### src/rtl/memory_access_stage_if.sv
// -----------------------------------------------------------------------------
// memory_access_stage_if
// Data-memory request/acknowledge bus between the uDLX MEM stage and the data
// memory.
//   dmem_req   : access request, held until the acknowledge cycle
//   dmem_we    : 1 = write, 0 = read
//   dmem_addr  : word address
//   dmem_wdata : store data
//   dmem_rdata : load data, valid in the acknowledge cycle
//   dmem_ack   : access complete
// Modports: master = pipeline stage, slave = memory.
// -----------------------------------------------------------------------------
interface memory_access_stage_if #(
  parameter int DATA_WIDTH = 32,
  parameter int ADDR_WIDTH = 20
);
  logic                  dmem_req;
  logic                  dmem_we;
  logic [ADDR_WIDTH-1:0] dmem_addr;
  logic [DATA_WIDTH-1:0] dmem_wdata;
  logic [DATA_WIDTH-1:0] dmem_rdata;
  logic                  dmem_ack;

  modport master (
    output dmem_req, dmem_we, dmem_addr, dmem_wdata,
    input  dmem_rdata, dmem_ack
  );

  modport slave (
    input  dmem_req, dmem_we, dmem_addr, dmem_wdata,
    output dmem_rdata, dmem_ack
  );
endinterface

### src/rtl/memory_access_stage.sv
// -----------------------------------------------------------------------------
// memory_access_stage
// MEM stage of the uDLX pipeline. Issues loads/stores on the data-memory bus,
// stalls upstream while an access is outstanding, aborts accesses that are
// never acknowledged (watchdog), and ends in the MEM/WB pipeline register.
// Ports:
//   clk, rst_n                  : clock, asynchronous active-low reset
//   flush                       : kill the instruction at the input (IDLE only)
//   mem_data_rd_en_in/_wr_en_in : load / store request
//   mem_data_in                 : store data
//   alu_data_in                 : ALU result, low ADDR_WIDTH bits = address
//   reg_wr_en_in/reg_wr_addr_in : write-back control
//   write_back_mux_sel_in       : 1 = load data, 0 = ALU data
//   dmem                        : data-memory bus (master side)
//   stall                       : combinational upstream freeze
//   reg_wr_en_out/reg_wr_addr_out/wb_data_out : MEM/WB register
//   mem_error_out               : one-cycle pulse on watchdog abort
// -----------------------------------------------------------------------------
module memory_access_stage #(
  parameter int DATA_WIDTH     = 32,
  parameter int ADDR_WIDTH     = 20,
  parameter int REG_ADDR_WIDTH = 5,
  parameter int MAX_WAIT       = 15
) (
  input  logic                      clk,
  input  logic                      rst_n,
  input  logic                      flush,
  input  logic                      mem_data_rd_en_in,
  input  logic                      mem_data_wr_en_in,
  input  logic [DATA_WIDTH-1:0]     mem_data_in,
  input  logic [DATA_WIDTH-1:0]     alu_data_in,
  input  logic                      reg_wr_en_in,
  input  logic [REG_ADDR_WIDTH-1:0] reg_wr_addr_in,
  input  logic                      write_back_mux_sel_in,
  memory_access_stage_if.master     dmem,
  output logic                      stall,
  output logic                      reg_wr_en_out,
  output logic [REG_ADDR_WIDTH-1:0] reg_wr_addr_out,
  output logic [DATA_WIDTH-1:0]     wb_data_out,
  output logic                      mem_error_out
);

  typedef enum logic {
    S_IDLE = 1'b0,
    S_WAIT = 1'b1
  } state_e;

  // Counter holds the index (1-based) of the current WAIT cycle.
  localparam int                CNT_W   = $clog2(MAX_WAIT + 1);
  localparam logic [CNT_W-1:0]  CNT_MAX = CNT_W'(MAX_WAIT);
  localparam logic [CNT_W-1:0]  CNT_ONE = CNT_W'(1);

  state_e                    state_q;
  logic [CNT_W-1:0]          wait_cnt_q;
  logic [CNT_W-1:0]          wait_cnt_d;

  logic                      dmem_req_q;
  logic                      dmem_we_q;
  logic [ADDR_WIDTH-1:0]     dmem_addr_q;
  logic [DATA_WIDTH-1:0]     dmem_wdata_q;

  // Write-back controls of the instruction that owns the outstanding access.
  logic                      lat_reg_wr_en_q;
  logic [REG_ADDR_WIDTH-1:0] lat_reg_wr_addr_q;
  logic                      lat_sel_q;
  logic [DATA_WIDTH-1:0]     lat_alu_q;

  logic                      reg_wr_en_q;
  logic [REG_ADDR_WIDTH-1:0] reg_wr_addr_q;
  logic [DATA_WIDTH-1:0]     wb_data_q;
  logic                      mem_error_q;

  logic                      access;
  logic                      ack_ok;
  logic                      timeout;

  assign access     = mem_data_rd_en_in | mem_data_wr_en_in;
  // An ack outside WAIT has no request behind it and is ignored.
  assign ack_ok     = (state_q == S_WAIT) && dmem.dmem_ack;
  // Ack has priority over the watchdog in the same cycle.
  assign timeout    = (state_q == S_WAIT) && !dmem.dmem_ack && (wait_cnt_q == CNT_MAX);
  assign wait_cnt_d = wait_cnt_q + CNT_ONE;

  assign stall = ((state_q == S_IDLE) && access && !flush) ||
                 ((state_q == S_WAIT) && !dmem.dmem_ack);

  always_ff @(posedge clk or negedge rst_n) begin
    if (!rst_n) begin
      state_q           <= S_IDLE;
      wait_cnt_q        <= '0;
      dmem_req_q        <= 1'b0;
      dmem_we_q         <= 1'b0;
      dmem_addr_q       <= '0;
      dmem_wdata_q      <= '0;
      lat_reg_wr_en_q   <= 1'b0;
      lat_reg_wr_addr_q <= '0;
      lat_sel_q         <= 1'b0;
      lat_alu_q         <= '0;
      reg_wr_en_q       <= 1'b0;
      reg_wr_addr_q     <= '0;
      wb_data_q         <= '0;
      mem_error_q       <= 1'b0;
    end else begin
      mem_error_q <= 1'b0;
      case (state_q)
        S_IDLE: begin
          if (flush) begin
            reg_wr_en_q   <= 1'b0;
            reg_wr_addr_q <= '0;
            wb_data_q     <= '0;
          end else if (access) begin
            state_q           <= S_WAIT;
            wait_cnt_q        <= CNT_ONE;
            dmem_req_q        <= 1'b1;
            // A simultaneous load and store resolves to the store.
            dmem_we_q         <= mem_data_wr_en_in;
            dmem_addr_q       <= alu_data_in[ADDR_WIDTH-1:0];
            dmem_wdata_q      <= mem_data_in;
            lat_reg_wr_en_q   <= reg_wr_en_in;
            lat_reg_wr_addr_q <= reg_wr_addr_in;
            lat_sel_q         <= write_back_mux_sel_in;
            lat_alu_q         <= alu_data_in;
            reg_wr_en_q       <= 1'b0;
            reg_wr_addr_q     <= '0;
            wb_data_q         <= '0;
          end else begin
            reg_wr_en_q   <= reg_wr_en_in;
            reg_wr_addr_q <= reg_wr_addr_in;
            wb_data_q     <= alu_data_in;
          end
        end
        S_WAIT: begin
          if (ack_ok) begin
            state_q       <= S_IDLE;
            dmem_req_q    <= 1'b0;
            reg_wr_en_q   <= lat_reg_wr_en_q;
            reg_wr_addr_q <= lat_reg_wr_addr_q;
            wb_data_q     <= lat_sel_q ? dmem.dmem_rdata : lat_alu_q;
          end else if (timeout) begin
            state_q       <= S_IDLE;
            dmem_req_q    <= 1'b0;
            mem_error_q   <= 1'b1;
            reg_wr_en_q   <= 1'b0;
            reg_wr_addr_q <= '0;
            wb_data_q     <= '0;
          end else begin
            // Instruction still in flight: nothing reaches write-back yet.
            wait_cnt_q    <= wait_cnt_d;
            reg_wr_en_q   <= 1'b0;
            reg_wr_addr_q <= '0;
            wb_data_q     <= '0;
          end
        end
      endcase
    end
  end

  assign dmem.dmem_req   = dmem_req_q;
  assign dmem.dmem_we    = dmem_we_q;
  assign dmem.dmem_addr  = dmem_addr_q;
  assign dmem.dmem_wdata = dmem_wdata_q;

  assign reg_wr_en_out   = reg_wr_en_q;
  assign reg_wr_addr_out = reg_wr_addr_q;
  assign wb_data_out     = wb_data_q;
  assign mem_error_out   = mem_error_q;

endmodule
### src/flat_wrapper.sv
// flat-port wrapper written by rule: the top's interface ports become plain ports
module memory_access_stage_flat 
#(
  parameter int DATA_WIDTH     = 32,
  parameter int ADDR_WIDTH     = 20,
  parameter int REG_ADDR_WIDTH = 5,
  parameter int MAX_WAIT       = 15
)
  (clk, rst_n, flush, mem_data_rd_en_in, mem_data_wr_en_in, mem_data_in, alu_data_in, reg_wr_en_in, reg_wr_addr_in, write_back_mux_sel_in, stall, reg_wr_en_out, reg_wr_addr_out, wb_data_out, mem_error_out, dmem_dmem_req, dmem_dmem_we, dmem_dmem_addr, dmem_dmem_wdata, dmem_dmem_rdata, dmem_dmem_ack);
  memory_access_stage_if #(.DATA_WIDTH(DATA_WIDTH), .ADDR_WIDTH(ADDR_WIDTH)) dmem_i ();
  input  logic clk;
  input  logic rst_n;
  input  logic flush;
  input  logic mem_data_rd_en_in;
  input  logic mem_data_wr_en_in;
  input  logic [DATA_WIDTH-1:0] mem_data_in;
  input  logic [DATA_WIDTH-1:0] alu_data_in;
  input  logic reg_wr_en_in;
  input  logic [REG_ADDR_WIDTH-1:0] reg_wr_addr_in;
  input  logic write_back_mux_sel_in;
  output logic stall;
  output logic reg_wr_en_out;
  output logic [REG_ADDR_WIDTH-1:0] reg_wr_addr_out;
  output logic [DATA_WIDTH-1:0] wb_data_out;
  output logic mem_error_out;
  output wire logic [$bits(dmem_i.dmem_req)-1:0] dmem_dmem_req;
  output wire logic [$bits(dmem_i.dmem_we)-1:0] dmem_dmem_we;
  output wire logic [$bits(dmem_i.dmem_addr)-1:0] dmem_dmem_addr;
  output wire logic [$bits(dmem_i.dmem_wdata)-1:0] dmem_dmem_wdata;
  input wire logic [$bits(dmem_i.dmem_rdata)-1:0] dmem_dmem_rdata;
  input wire logic [$bits(dmem_i.dmem_ack)-1:0] dmem_dmem_ack;
  assign dmem_dmem_req = dmem_i.dmem_req;
  assign dmem_dmem_we = dmem_i.dmem_we;
  assign dmem_dmem_addr = dmem_i.dmem_addr;
  assign dmem_dmem_wdata = dmem_i.dmem_wdata;
  assign dmem_i.dmem_rdata = dmem_dmem_rdata;
  assign dmem_i.dmem_ack = dmem_dmem_ack;
  memory_access_stage #(.DATA_WIDTH(DATA_WIDTH), .ADDR_WIDTH(ADDR_WIDTH), .REG_ADDR_WIDTH(REG_ADDR_WIDTH), .MAX_WAIT(MAX_WAIT)) u_core (.clk(clk), .rst_n(rst_n), .flush(flush), .mem_data_rd_en_in(mem_data_rd_en_in), .mem_data_wr_en_in(mem_data_wr_en_in), .mem_data_in(mem_data_in), .alu_data_in(alu_data_in), .reg_wr_en_in(reg_wr_en_in), .reg_wr_addr_in(reg_wr_addr_in), .write_back_mux_sel_in(write_back_mux_sel_in), .dmem(dmem_i), .stall(stall), .reg_wr_en_out(reg_wr_en_out), .reg_wr_addr_out(reg_wr_addr_out), .wb_data_out(wb_data_out), .mem_error_out(mem_error_out));
endmodule
### config.mk
export PLATFORM = sky130hd
export DESIGN_NAME = memory_access_stage_flat
export DESIGN_NICKNAME = d
export VERILOG_FILES = /design/src/rtl/memory_access_stage_if.sv /design/src/rtl/memory_access_stage.sv /design/src/flat_wrapper.sv
export SDC_FILE = /design/constraint.sdc
export NUM_CORES = 1
export LEC_CHECK = 0
export ABC_AREA = 1
export CAP_MARGIN = 20
export CELL_PAD_IN_SITES_DETAIL_PLACEMENT = 1
export CELL_PAD_IN_SITES_GLOBAL_PLACEMENT = 2
export CORE_ASPECT_RATIO = 0.5
export CORE_MARGIN = 2
export CORE_UTILIZATION = 22
export DETAILED_ROUTE_END_ITERATION = 10
export PLACE_DENSITY_LB_ADDON = 0.1
export RECOVER_POWER = 50
export SETUP_SLACK_MARGIN = 0.15
export SLEW_MARGIN = 20
export SYNTH_ARGS = -nofsm -noshare
export SYNTH_HDL_FRONTEND = slang
export SYNTH_SLANG_ARGS = --single-unit
export TNS_END_PERCENT = 50
### constraint.sdc
create_clock -name clk -period 1.55 [get_ports clk]
set_clock_uncertainty 0.2 [all_clocks]
set_input_delay 0.3875 -clock clk [delete_from_list [all_inputs] [get_ports clk]]
set_output_delay 0.3875 -clock clk [all_outputs]
set_load 0.03 [all_outputs]
# Word-level counts from Yosys, hierarchy flattened
# Index checks and enable logic that the tools add are counted.
[totals]
inputBits = 109
wordCells = 66
mem_bits_ro = 0
latchBits = 0
output_inout_bits = 94
regBits = 137
mem_bits_rw = 0
mem_count = 0
[op_classes]
n_addsub = 1
reduce_logical = 11
mux = 31
bitwise_logic = 3
n_shift = 0
div_mod_pow = 0
magnitude_cmp = 0
eq_ne = 6
multipliers = 0
[op_table]
columns = ["op", "n"]
rows = [
  ["32-bit two-way mux", 4],
  ["32-bit one-hot mux with 2 select lines", 1],
  ["4-bit two-way mux", 4],
  ["5-bit two-way mux", 3],
  ["1-bit two-way mux", 14],
  ["5-bit one-hot mux with 2 select lines", 1],
  ["4-bit one-hot mux with 2 select lines", 1],
  ["2-bit != test (second input constant)", 3],
  ["1-bit one-hot mux with 2 select lines", 3],
  ["3-bit AND reduction", 2],
  ["1-bit logical AND", 5],
  ["4-bit by 1-bit adder with 4-bit output (second input constant)", 1],
  ["4-bit equality test (second input constant)", 1],
  ["4-bit AND reduction", 1],
  ["3-bit != test (second input constant)", 1],
  ["1-bit logical NOT", 2],
  ["2-bit by 1-bit != test with 1-bit output (second input constant)", 1],
  ["1-bit NOT", 2],
  ["1-bit logical OR", 1],
  ["1-bit bitwise OR", 1],
]

# Logic depth before layout (Yosys ltp)
# Gate-level depths: netlist (run 1).
[logic_depth]
word_depth = 6
depth_mapped = 7

# Worst setup path before layout (run 1)
# OpenSTA, ideal clock, no wires.
[synth_timing]
path_type = "flip-flop to output port"
startpoint = "reg u_core.state_q"
endpoint = "out stall"
path_slack_ns = -0.278
t_required_ns = 0.962
arrival_time_ns = 1.240
stages_incl_launch_ff = 6
n_path_buf = 2
cell_sequence = "dfrtp_1 > nor2_4 > nand2_2 > buf_4 > buf_2 > nand2_1"
[synth_between]
elab_chain_len = 4
[synth_rtl]
columns = ["item", "line_no", "text"]
rows = [
  ["from (decl)", "memory_access_stage.sv:53", "state_e state_q;"],
  ["from (signal assigned)", "memory_access_stage.sv:89", "state_q <= S_IDLE;"],
  ["from (signal assigned)", "memory_access_stage.sv:112", "state_q <= S_WAIT;"],
  ["from (signal assigned)", "memory_access_stage.sv:134", "state_q <= S_IDLE;"],
  ["1-bit NOT (no source line)", "n/a", ""],
  ["1-bit logical AND (2 in series)", "memory_access_stage.sv:84", "assign stall = ((state_q == S_IDLE) && access && !flush) ||"],
  ["1-bit logical OR (*)", "memory_access_stage.sv:84", ""],
  ["to (decl)", "flat_wrapper.sv:21", "output logic stall;"],
]
# Every way passes the cells marked *; elsewhere a longest branch is shown, timed or not.

# Worst setup path in the final report (run 1)
[layout_timing]
startpoint = "in mem_data_rd_en_in"
endpoint = "out stall"
[layout_between]
elab_chain_len = 4
[layout_rtl]
columns = ["item", "line_no", "text"]
rows = [
  ["from (decl)", "flat_wrapper.sv:14", "input logic mem_data_rd_en_in;"],
  ["1-bit bitwise OR", "memory_access_stage.sv:77", "assign access = mem_data_rd_en_in | mem_data_wr_en_in;"],
  ["1-bit logical AND (2 in series)", "memory_access_stage.sv:84", ""],
  ["1-bit logical OR", "memory_access_stage.sv:84", ""],
]
# No other way between the ends.

==> results of run 1 <==
## critical path: cells and delay by family
kind | cells | cell delay [ps]
buffers and inverters | 3 | 650
AND/OR/NAND/NOR | 3 | 250
## final cells by class
| type | instances | area share (%) |
|---|---|---|
| inverters | 47 | 1.98 |
| clock buffers | 28 | 6.02 |
| clock inverters | 3 | 0.168 |
| flip-flops and latches | 117 | 32.8 |
| well taps | 300 | 4.21 |
| repair buffers | 284 | 35.2 |
| multi-input cells | 314 | 19.6 |
## synth_stat cells, drive strengths merged
library cell and instances:
a21oi 3, buf 33, clkbuf 19, dfrtp 117, ha 1, inv 47
nand2 122, nand3 37, nand4 1, nor2 38, nor3 1, o21ai 78
o22ai 32, xnor2 1
## repair_timing
item,4_1_cts,5_1_grt
endpoints found under the hold margin,117,0
setup buffers,25,10
cloned,0,10
hold buffers,1,0
gates resized for setup,104,75
pin swaps,4,16
endpoints found under the setup margin,204,211
## metrics by stage
stage / util (%) / setup WS (ps) / area [sq um]
4_1_cts: 38.6 / -360 / 8340
6_report: 41.2 / -329 / 8920
5_1_grt: 41.2 / -380 / 8920
3_5_place_dp: 33.4 / -393 / 7230
2_1_floorplan: - / -64.2 / 4880
3_3_place_gp: 33.4 / -373 / 7230
## power by group
part	switching, W	total, W	internal, W	leakage [nW]
Clock	0.00139	0.00371	0.00233	0.276
Sequential	0.000430	0.00405	0.00362	1.49
Combinational	0.00212	0.00413	0.00201	2.54
## kinds of logic (layout without fill, tap and decap cells)
logic type / after synthesis / count (layout) / synth area share (%)
DFF: 117 / 117 / 60.4
and+or+nand+nor: 199 / 199 / 16.6
xor gates and xnor gates: 1 / 1 / 0.181
AOI/OAI and AO/OA: 113 / 113 / 12.5
buffers and inverters: 99 / 362 / 10.1
adders and majority gates: 1 / 1 / 0.258
## per-layer routing
layer,wire [um],up-vias
li1,-,2209
met1,7820,2363
met2,8980,81
met3,860,15
met4,193,0
met5,0,-
## flip-flops by register name, indices dropped and copies added, names as in the netlist, 4 cells and up
| name | flops |
|---|---|
| u_core.reg_wr_addr_out | 5 |
| u_core.wb_data_out | 32 |
| u_core.wait_cnt_q | 4 |
| u_core.lat_reg_wr_addr_q | 5 |
| u_core.lat_alu_q | 32 |
| u_core.dmem.dmem_wdata | 32 |
## worst max path at each step
stage                 startpoint                   endpoint  slack, ps  cells after the start
2_1_floorplan     u_core.state_q                      stall        -60                      5
3_3_place_gp               flush  u_core.reg_wr_addr_out[1]       -370                      5
3_5_place_dp   mem_data_rd_en_in       u_core.wait_cnt_q[3]       -390                      9
4_1_cts           u_core.state_q                      stall       -360                      5
5_1_grt           u_core.state_q                      stall       -380                      4
6_report       mem_data_rd_en_in                      stall       -330                      6
## placed cells by master (no fill, tap or decap), types with 4 or more instances in the layout
cell type        Yosys  layout
dfrtp_1            117     115
o21ai_2              0       9
nand2_1            121     104
o22ai_1             32      10
clkbuf_8             0       7
nand2_4              0       9
inv_1               47      41
nor2_1              37      36
buf_4               23      54
nand2_2              1       8
nand3_1             37      34
o22ai_2              0      22
clkdlybuf4s50_1      0     106
inv_2                0       6
o21ai_1             31      30
buf_12               0      17
clkbuf_16            0      25
buf_6                3      92
clkbuf_1            19       4
o21ai_0             47      39
==> results.tsv, run 1 <==
stage	metric	value	unit
synth	Yosys top cell area share	60.4	%
critical_path	CP cell instances	clkdlybuf4s50_1, inv_2, nand2_4, nand2_4, nand2_8, buf_12	
sta	RSZ-0062 raised after global routing	true	
grt	initial antenna violation count	0	
synth	Post-Syn Nets	640	
clocking	Root Driver	clkbuf_16	
detailed_routing	Initial DRC Count	114	
floorplan	Chip Height	109	um
synth	cell count after synthesis	530	
critical_path	r2r setup slk	-20	ps
run_status	failing checks	negative setup slack	
critical_path	Worst path slowest cell	clkdlybuf4s50_1	
power	cell leakage power	4.30	nW
clocking	Num CTS Buffers	17	
floorplan	IO Pins	203	
detailed_routing	DR vias	4668	
clocking	Reg clk slew, reported paths	60	ps
sta	Slew Limit Fails	0	
finish	Layout area overhead	84.0	%
sta	setup TNS	-713	ps
detailed_routing	remaining antenna violation count	0	
grt	first-pass GRT wire length	26600	um
clocking	TritonCTS clock tree	built	
detailed_routing	DRT Wirelength	17900	um
detailed_routing	DRC viols	0	
sta	Fin. Hold Viols	0	
floorplan	starting density of the core	22.4	%
detailed_routing	DRT Pass-1 Iters	4	
sta	Finish-stage setup viols	34	
clocking	Clock Sinks	117	
finish	layout net count	891	
sta	Final period util	121	%
grt	largest net degree at the start of global routing	34	
floorplan	FP Rows	38	
synth	post-synth top area cell	dfrtp_1	
power	P per Cell Area	1330	mW/mm^2
hold_path	Hold Path Class	in -> async	
place	GPL Wtd Cong	0.706	
critical_path	worst reg2reg endpoint	u_core.lat_alu_q[17]	
floorplan	Core ar.	0.0216	sq mm
floorplan	die area	0.0233	sq mm
grt	met3 GRT Util	4.85	%
place	DP HPWL	11600	um
critical_path	CP Capture Type	output pin	
critical_path	crit path max fanout	3	
finish	post-route insts no fill	1093	
finish	layout filler cell count	2419	
sta	maximum clock frequency	532	MHz
sta	min Tclk post-route	1880	ps
floorplan	DIE WIDTH	214	um
sta	Worst slew margin	67.5	%
critical_path	Worst EP arrival	1290	ps
critical_path	Critical R2R Launch	u_core.state_q	
clocking	Longest Clk Path Bufs	2	
finish	Register Area	0.00293	sq mm
finish	share of cells above drive strength 1	33.8	%
clocking	CTS H-tree depth	4	
power	VDD IR-drop max	0.640	mV
sta	Tightest Pin Transition	488	ps
sta	Hold WS	260	ps
synth	post-synthesis cell area	0.00485	sq mm
flow_run	Max Cap Viol	0	
critical_path	CP required	960	ps
critical_path	CP max stage delay	470	ps
synth	largest cells by area after synthesis	dfrtp_1 60%, nand2_1 9.4%, o21ai_0 4.8%	
run_status	status	finished with violations	
grt	met2 Track Usage GR	25.0	%
finish	ant diodes	0	
synth	Avg Inst Size Synth	9.15	sq um
grt	vias in the first global route	4981	
critical_path	CP dominant cell by count	nand2_4	
power	total power	0.0119	W
grt	global route overflow	0	
detailed_routing	mean routed wirelength per cell	16.3	um
synth	Cell variety after synth	19	
detailed_routing	vias per inst	4.27	
synth	Seq/Total Area, Yosys	60.4	%
critical_path	Worst Path Class, Setup	in -> out	
grt	met1 Use GR	17.7	%
synth	register bit total from synthesis	117	
sta	final worst setup slack	-329	ps
place	cell total after placement	1016	
critical_path	cell count of the worst reg-to-reg path	7	
place	# port buffers	202	
grt	GR peak layer	met2	
grt	all-layer global routing usage	14.7	%
synth	yosys warns	0	
critical_path	CP Launch Type	primary input	
clocking	Clock Latency Late Sink	420	ps
finish	Multi-input gate area	0.00175	sq mm
(Power assumes the default switching activity.)
==> inputs of run 2 (changes only) <==
TNS_END_PERCENT = unset   (was 50)
clock period = 1.59 ns   (was 1.55 ns; I/O delays follow)
==> run 2 against run 1 <==
The run still ends with negative setup slack left. Sequential share of layout area fell by 2.6 points. Power rose by 7.4%. Die area unchanged. Critical path type unchanged. Critical endpoint unchanged.
==> results.tsv, run 2 (same netlist as run 1, synthesis figures left out) <==
stage	metric	value	unit	change
clocking	Num CTS Buffers	17		unchanged
floorplan	FP Rows	38		unchanged
floorplan	Chip Height	109	um	unchanged
run_status	status	finished with violations		unchanged
place	GPL Wtd Cong	0.706		about the same
grt	global route overflow	0		unchanged
detailed_routing	vias per inst	4.26		was 4.27
critical_path	CP required	990	ps	was 960 ps
power	P per Cell Area	1320	mW/mm^2	was 1330 mW/mm^2
sta	Final period util	117	%	
critical_path	crit path from	dmem_dmem_ack		was mem_data_rd_en_in
place	DP HPWL	11000	um	was 11600 um
finish	final design utilization	44.8	%	was 41.2%
power	VDD IR-drop max	0.599	mV	was 0.640 mV
finish	layout net count	911		was 891
grt	first-pass GRT wire length	28400	um	was 26600 um
sta	final worst setup slack	-272	ps	was -329 ps
sta	Slew Limit Fails	0		unchanged
finish	post-route insts no fill	1114		was 1093
detailed_routing	Initial DRC Count	158		was 114
detailed_routing	mean routed wirelength per cell	16.9	um	was 16.3 um
floorplan	die area	0.0233	sq mm	unchanged
detailed_routing	DR vias	4744		was 4668
detailed_routing	routed wl met3	919	um	was 860 um
critical_path	cell count of the worst reg-to-reg path	9		was 7
critical_path	Worst Path Class, Setup	in -> out		unchanged
finish	share of cells above drive strength 1	44.3	%	was 33.8%
sta	Finish-stage setup viols	105		was 34
clocking	CTS H-tree depth	4		unchanged
sta	Tightest Pin Transition	563	ps	was 488 ps
critical_path	CP cell instances	clkdlybuf4s50_1, nor2_4, inv_2, nand2_8, buf_12		was clkdlybuf4s50_1, inv_2, nand2_4, nand2_4, nand2_8, buf_12
place	cell total after placement	1009		was 1016
floorplan	starting density of the core	22.4	%	unchanged
flow_run	Max Cap Viol	0		unchanged
clocking	Root Driver	clkbuf_16		unchanged
sta	maximum clock frequency	537	MHz	
grt	initial antenna violation count	0		unchanged
finish	layout filler cell count	2331		was 2419
critical_path	CP Capture Type	output pin		unchanged
grt	vias in the first global route	5044		was 4981
hold_path	Hold Path Class	in -> async		unchanged
finish	ant diodes	0		unchanged
floorplan	IO Pins	203		unchanged
place	# port buffers	202		unchanged
clocking	Clock Latency Late Sink	410	ps	was 420 ps
detailed_routing	wl on met1	8610	um	was 7820 um
detailed_routing	remaining antenna violation count	0		unchanged
sta	Hold WS	195	ps	was 260 ps
grt	all-layer global routing usage	16.0	%	was 14.7%
clocking	TritonCTS clock tree	built		unchanged
clocking	Longest Clk Path Bufs	2		unchanged
critical_path	CP max stage delay	530	ps	was 470 ps
detailed_routing	uppermost layer routed	met4		unchanged
floorplan	DIE WIDTH	214	um	unchanged
sta	Worst slew margin	62.4	%	was 67.5%
clocking	Clock Sinks	117		unchanged
critical_path	Critical R2R Launch	u_core.state_q		unchanged
finish	most frequent cells in the layout	116 x dfrtp_1, 104 x clkdlybuf4s50_1, 101 x buf_6		was 115 x dfrtp_1, 106 x clkdlybuf4s50_1, 104 x nand2_1
finish	commonest non-fill, non-tap cell in the layout	dfrtp_1		unchanged
finish	Layout area overhead	99.8	%	was 84.0%
clocking	Reg clk slew, reported paths	60	ps	about the same
power	cell leakage power	4.63	nW	was 4.30 nW
critical_path	CP Launch Type	primary input		unchanged
sta	min Tclk post-route	1860	ps	
detailed_routing	DRT Pass-1 Iters	4		unchanged
run_status	failing checks	negative setup slack		unchanged
detailed_routing	DRC viols	0		unchanged
sta	RSZ-0062 raised after global routing	true		unchanged
sta	Fin. Hold Viols	0		unchanged
detailed_routing	Met2 Routed Length	9170	um	was 8980 um
grt	largest net degree at the start of global routing	56		was 34
floorplan	Core ar.	0.0216	sq mm	unchanged
critical_path	crit path max fanout	2		was 3
power	total power	0.0128	W	was 0.0119 W
detailed_routing	DRT Wirelength	18800	um	was 17900 um
place	dpl ws	-396	ps	was -393 ps
critical_path	Worst EP arrival	1260	ps	was 1290 ps
critical_path	Worst path slowest cell	clkdlybuf4s50_1		unchanged
==> run 2: cell type report <==
| cell class | instances | area, sq um | share of cell area (%) |
|---|---|---|---|
| clock buffer | 24 | 482 | 4.97 |
| clock inverter | 8 | 170 | 1.76 |
| timing repair buffer | 304 | 3500 | 36.1 |
| inverter | 47 | 186 | 1.92 |
| multi-input combinational | 314 | 2050 | 21.2 |
| tap | 300 | 375 | 3.87 |
| sequential | 117 | 2930 | 30.2 |
==> run 2: timing repair <==
action | 4_1_cts | 5_1_grt
pin swaps | 5 | 5
setup endpoints to repair | 181 | 210
cloned | 12 | 3
buffers inserted | 29 | 28
hold buffers | 1 | 0
gates resized for setup | 192 | 150
endpoints found under the hold margin | 117 | 0
==> run 2: power breakdown <==
part	internal, W	switching [W]	total [W]
registers	0.00353	0.000442	0.00397
logic	0.00222	0.00226	0.00447
clock network	0.00291	0.00142	0.00432
total	0.00866	0.00411	0.0128
==> run 2: stage by stage <==
step | setup TNS [ps] | area (sq um)
6_report | -12350 | 9690
5_1_grt | -22010 | 9690
4_1_cts | -9750 | 8970
3_5_place_dp | -34710 | 7160
3_3_place_gp | -32440 | 7160
2_1_floorplan | -34.2 | 4880
==> run 2: worst paths after layout <==
check / end / slack, ps
max: stall / -270
min: u_core.dmem.dmem_wdata[28] / 190
max reg2reg: u_core.lat_alu_q[21] / -170
min reg2reg: u_core.lat_alu_q[30] / 290
max in group asynchronous: u_core.lat_alu_q[1] / 120
min in group clk: u_core.lat_alu_q[30] / 290
==> run 2: metal layers <==
metal  vias to the layer above  track usage, %
met4                         0            4.95
met5                         -               0
li1                       2252               -
met3                        10            4.49
met1                      2388            20.5
met2                        94            26.3
==> run 2: worst max-delay path: cells and delay by family <==
kind                   cells  cell delay [ps]
buffers and inverters      3              750
AND/OR/NAND/NOR            2              110
==> RTL edit: new RTL, settings of run 1 <==
Make the reset (`rst_n`) synchronous in one clocked block. Comments in the files are not updated.
--- a/src/rtl/memory_access_stage.sv
+++ b/src/rtl/memory_access_stage.sv
@@ -84,7 +84,7 @@
   assign stall = ((state_q == S_IDLE) && access && !flush) ||
                  ((state_q == S_WAIT) && !dmem.dmem_ack);
 
-  always_ff @(posedge clk or negedge rst_n) begin
+  always_ff @(posedge clk) begin
     if (!rst_n) begin
       state_q           <= S_IDLE;
       wait_cnt_q        <= '0;
Function: differs if rst_n is asserted again (counterexample within 4 cycles, from zero or initial values and one cycle with rst_n low); with rst_n held inactive, the same outputs for 4 cycles.
==> RTL edit against run 1 <==
  * The flow still finishes with violations (setup timing)
  * Critical path depth down 2
  * Via count is 6.6% higher
  * Synthesized area down 4.5%
  * Worst setup slack better by 0.14 ns
  * Final area decreased by 1.8%
  * Die area shrank 4.4%
  * Routed wire length up 12%
  * Sequential cell count is the same
  * Synthesized cell count grew 17%
  * Critical path type is now flop to primary output
  * Largest cell class unchanged
Power is not compared: it rests on default switching activity, and its combinational part moved more than twofold at a synthesized area within 25%.
==> RTL edit: results <==
[critical_path]
ff2ff_setup_slack_ns = -0.09
crit_fanout = 4
crit-reg2reg-launch = u_core.state_q$_SDFF_PN0_
reg2regPathDepth = 8
cp_slowest_cell = dfxtp_4
cp.arrival_ns = 1.15
slowest_delay_ns = 0.36
reg2reg_to = u_core.dmem.dmem_wdata[29]$_SDFFE_PN0P_
crit_family = flip-flops

[synth]
synth_cell_types = 17
synthArstFlopShare = 0
ys.flop_type = dfxtp_1
synthTopCellsByCount = nor2_1, dfxtp_1, nand2_1

[layout]
fillCellCount = 2346
drive_gt1_frac = 0.397

[sta]
setup_violations = 55
whs_ns = 0.0516
setup_ws_ns = -0.187

[grt]
grt_first_pass_wirelength_mm = 29.1
track_usage = 0.174
grt_max_degree = 39

[status]
failed_checks = setup timing
run_status = complete, but fails checks

[placement]
routabilityCongestion = 0.742
place_hpwl_mm = 11.8
dpl_cell_area_sq_mm = 0.00687
dp_slack_ns = -0.452

[route]
routed_wirelength_mm = 20.0
-- RTL edit: cell types whose count changed in the layout (fill, tap and decap cells not counted), sizes merged, moves of 4 or more --
cell,change
a21oi,+80
bufbuf,+4
dfrtp,-117
nor2,+96
dfxtp,+117
o21ai,-9
buf,-13
o22ai,-32
inv,-33
nand3,+5
bufinv,+4
nand2,-32
-- RTL edit: stage by stage --
| stage | instances | power, mW | TNS, ns |
|---|---|---|---|
| after detailed placement | 1058 | 4.87 | -48.04 |
| after global placement | 1058 | 4.86 | -46.08 |
| after floorplan | 618 | 4.11 | 0 |
| final | 1136 | 9.56 | -2.68 |
| after global routing | 1136 | 9.96 | -6.30 |
| after CTS | 1117 | 9.49 | -0.222 |
-- RTL edit: routing by layer --
layer / routed length [microns] / vias up / share of wire / track usage
met3: 1080 / 17 / 0.054 / 0.0521
met5: 0 / - / 0 / 0
met4: 222 / 0 / 0.011 / 0.0638
met2: 9070 / 107 / 0.45 / 0.271
met1: 9590 / 2368 / 0.48 / 0.229
li1: - / 2484 / - / -
-- RTL edit: power by group through the flow --
stage	clock (mW)	combinational, mW	sequential (mW)
6_report	4.24	2.00	3.32
5_1_grt	4.48	2.15	3.34
4_1_cts	4.34	1.83	3.32
3_5_place_dp	0	1.53	3.34
3_3_place_gp	0	1.52	3.34
2_1_floorplan	0	0.586	3.52
-- RTL edit: cells by family (layout without fill, tap and decap cells) --
logic type      count (synthesis)  after routing  synth area share
fa+ha+maj                       1              1           0.00270
compound gates                154            154             0.170
flops                         117            117             0.506
simple gates                  267            267             0.229
buf+inv                        79            324            0.0934
-- RTL edit: what timing repair did --
| item | 4_1_cts | 5_1_grt |
|---|---|---|
| endpoints found under the setup margin | 208 | 210 |
| cloned | 9 | 10 |
| setup buffers | 19 | 9 |
| pin swaps | 5 | 23 |
| gates resized for setup | 238 | 75 |
-- RTL edit: worst max path at each step --
stage	end	from	slack, ns	depth (start not counted)
after floorplan	stall	flush	0.05	5
after global placement	stall	mem_data_wr_en_in	-0.44	6
after detailed placement	u_core.lat_alu_q[15]$_SDFFE_PN0P_	mem_data_wr_en_in	-0.45	8
after CTS	stall	u_core.state_q$_SDFF_PN0_	-0.22	4
after global routing	stall	u_core.state_q$_SDFF_PN0_	-0.24	4
final	stall	u_core.state_q$_SDFF_PN0_	-0.19	4
-- RTL edit: final cells by class --
type,count,area share
Tap cell,273,0.0390
Sequential cell,117,0.281
Clock inverter,9,0.0173
Timing Repair Buffer,277,0.362
Multi-Input combinational cell,422,0.235
Timing Repair inverter,1,0.00129
Clock buffer,22,0.0530
Inverter,15,0.0107
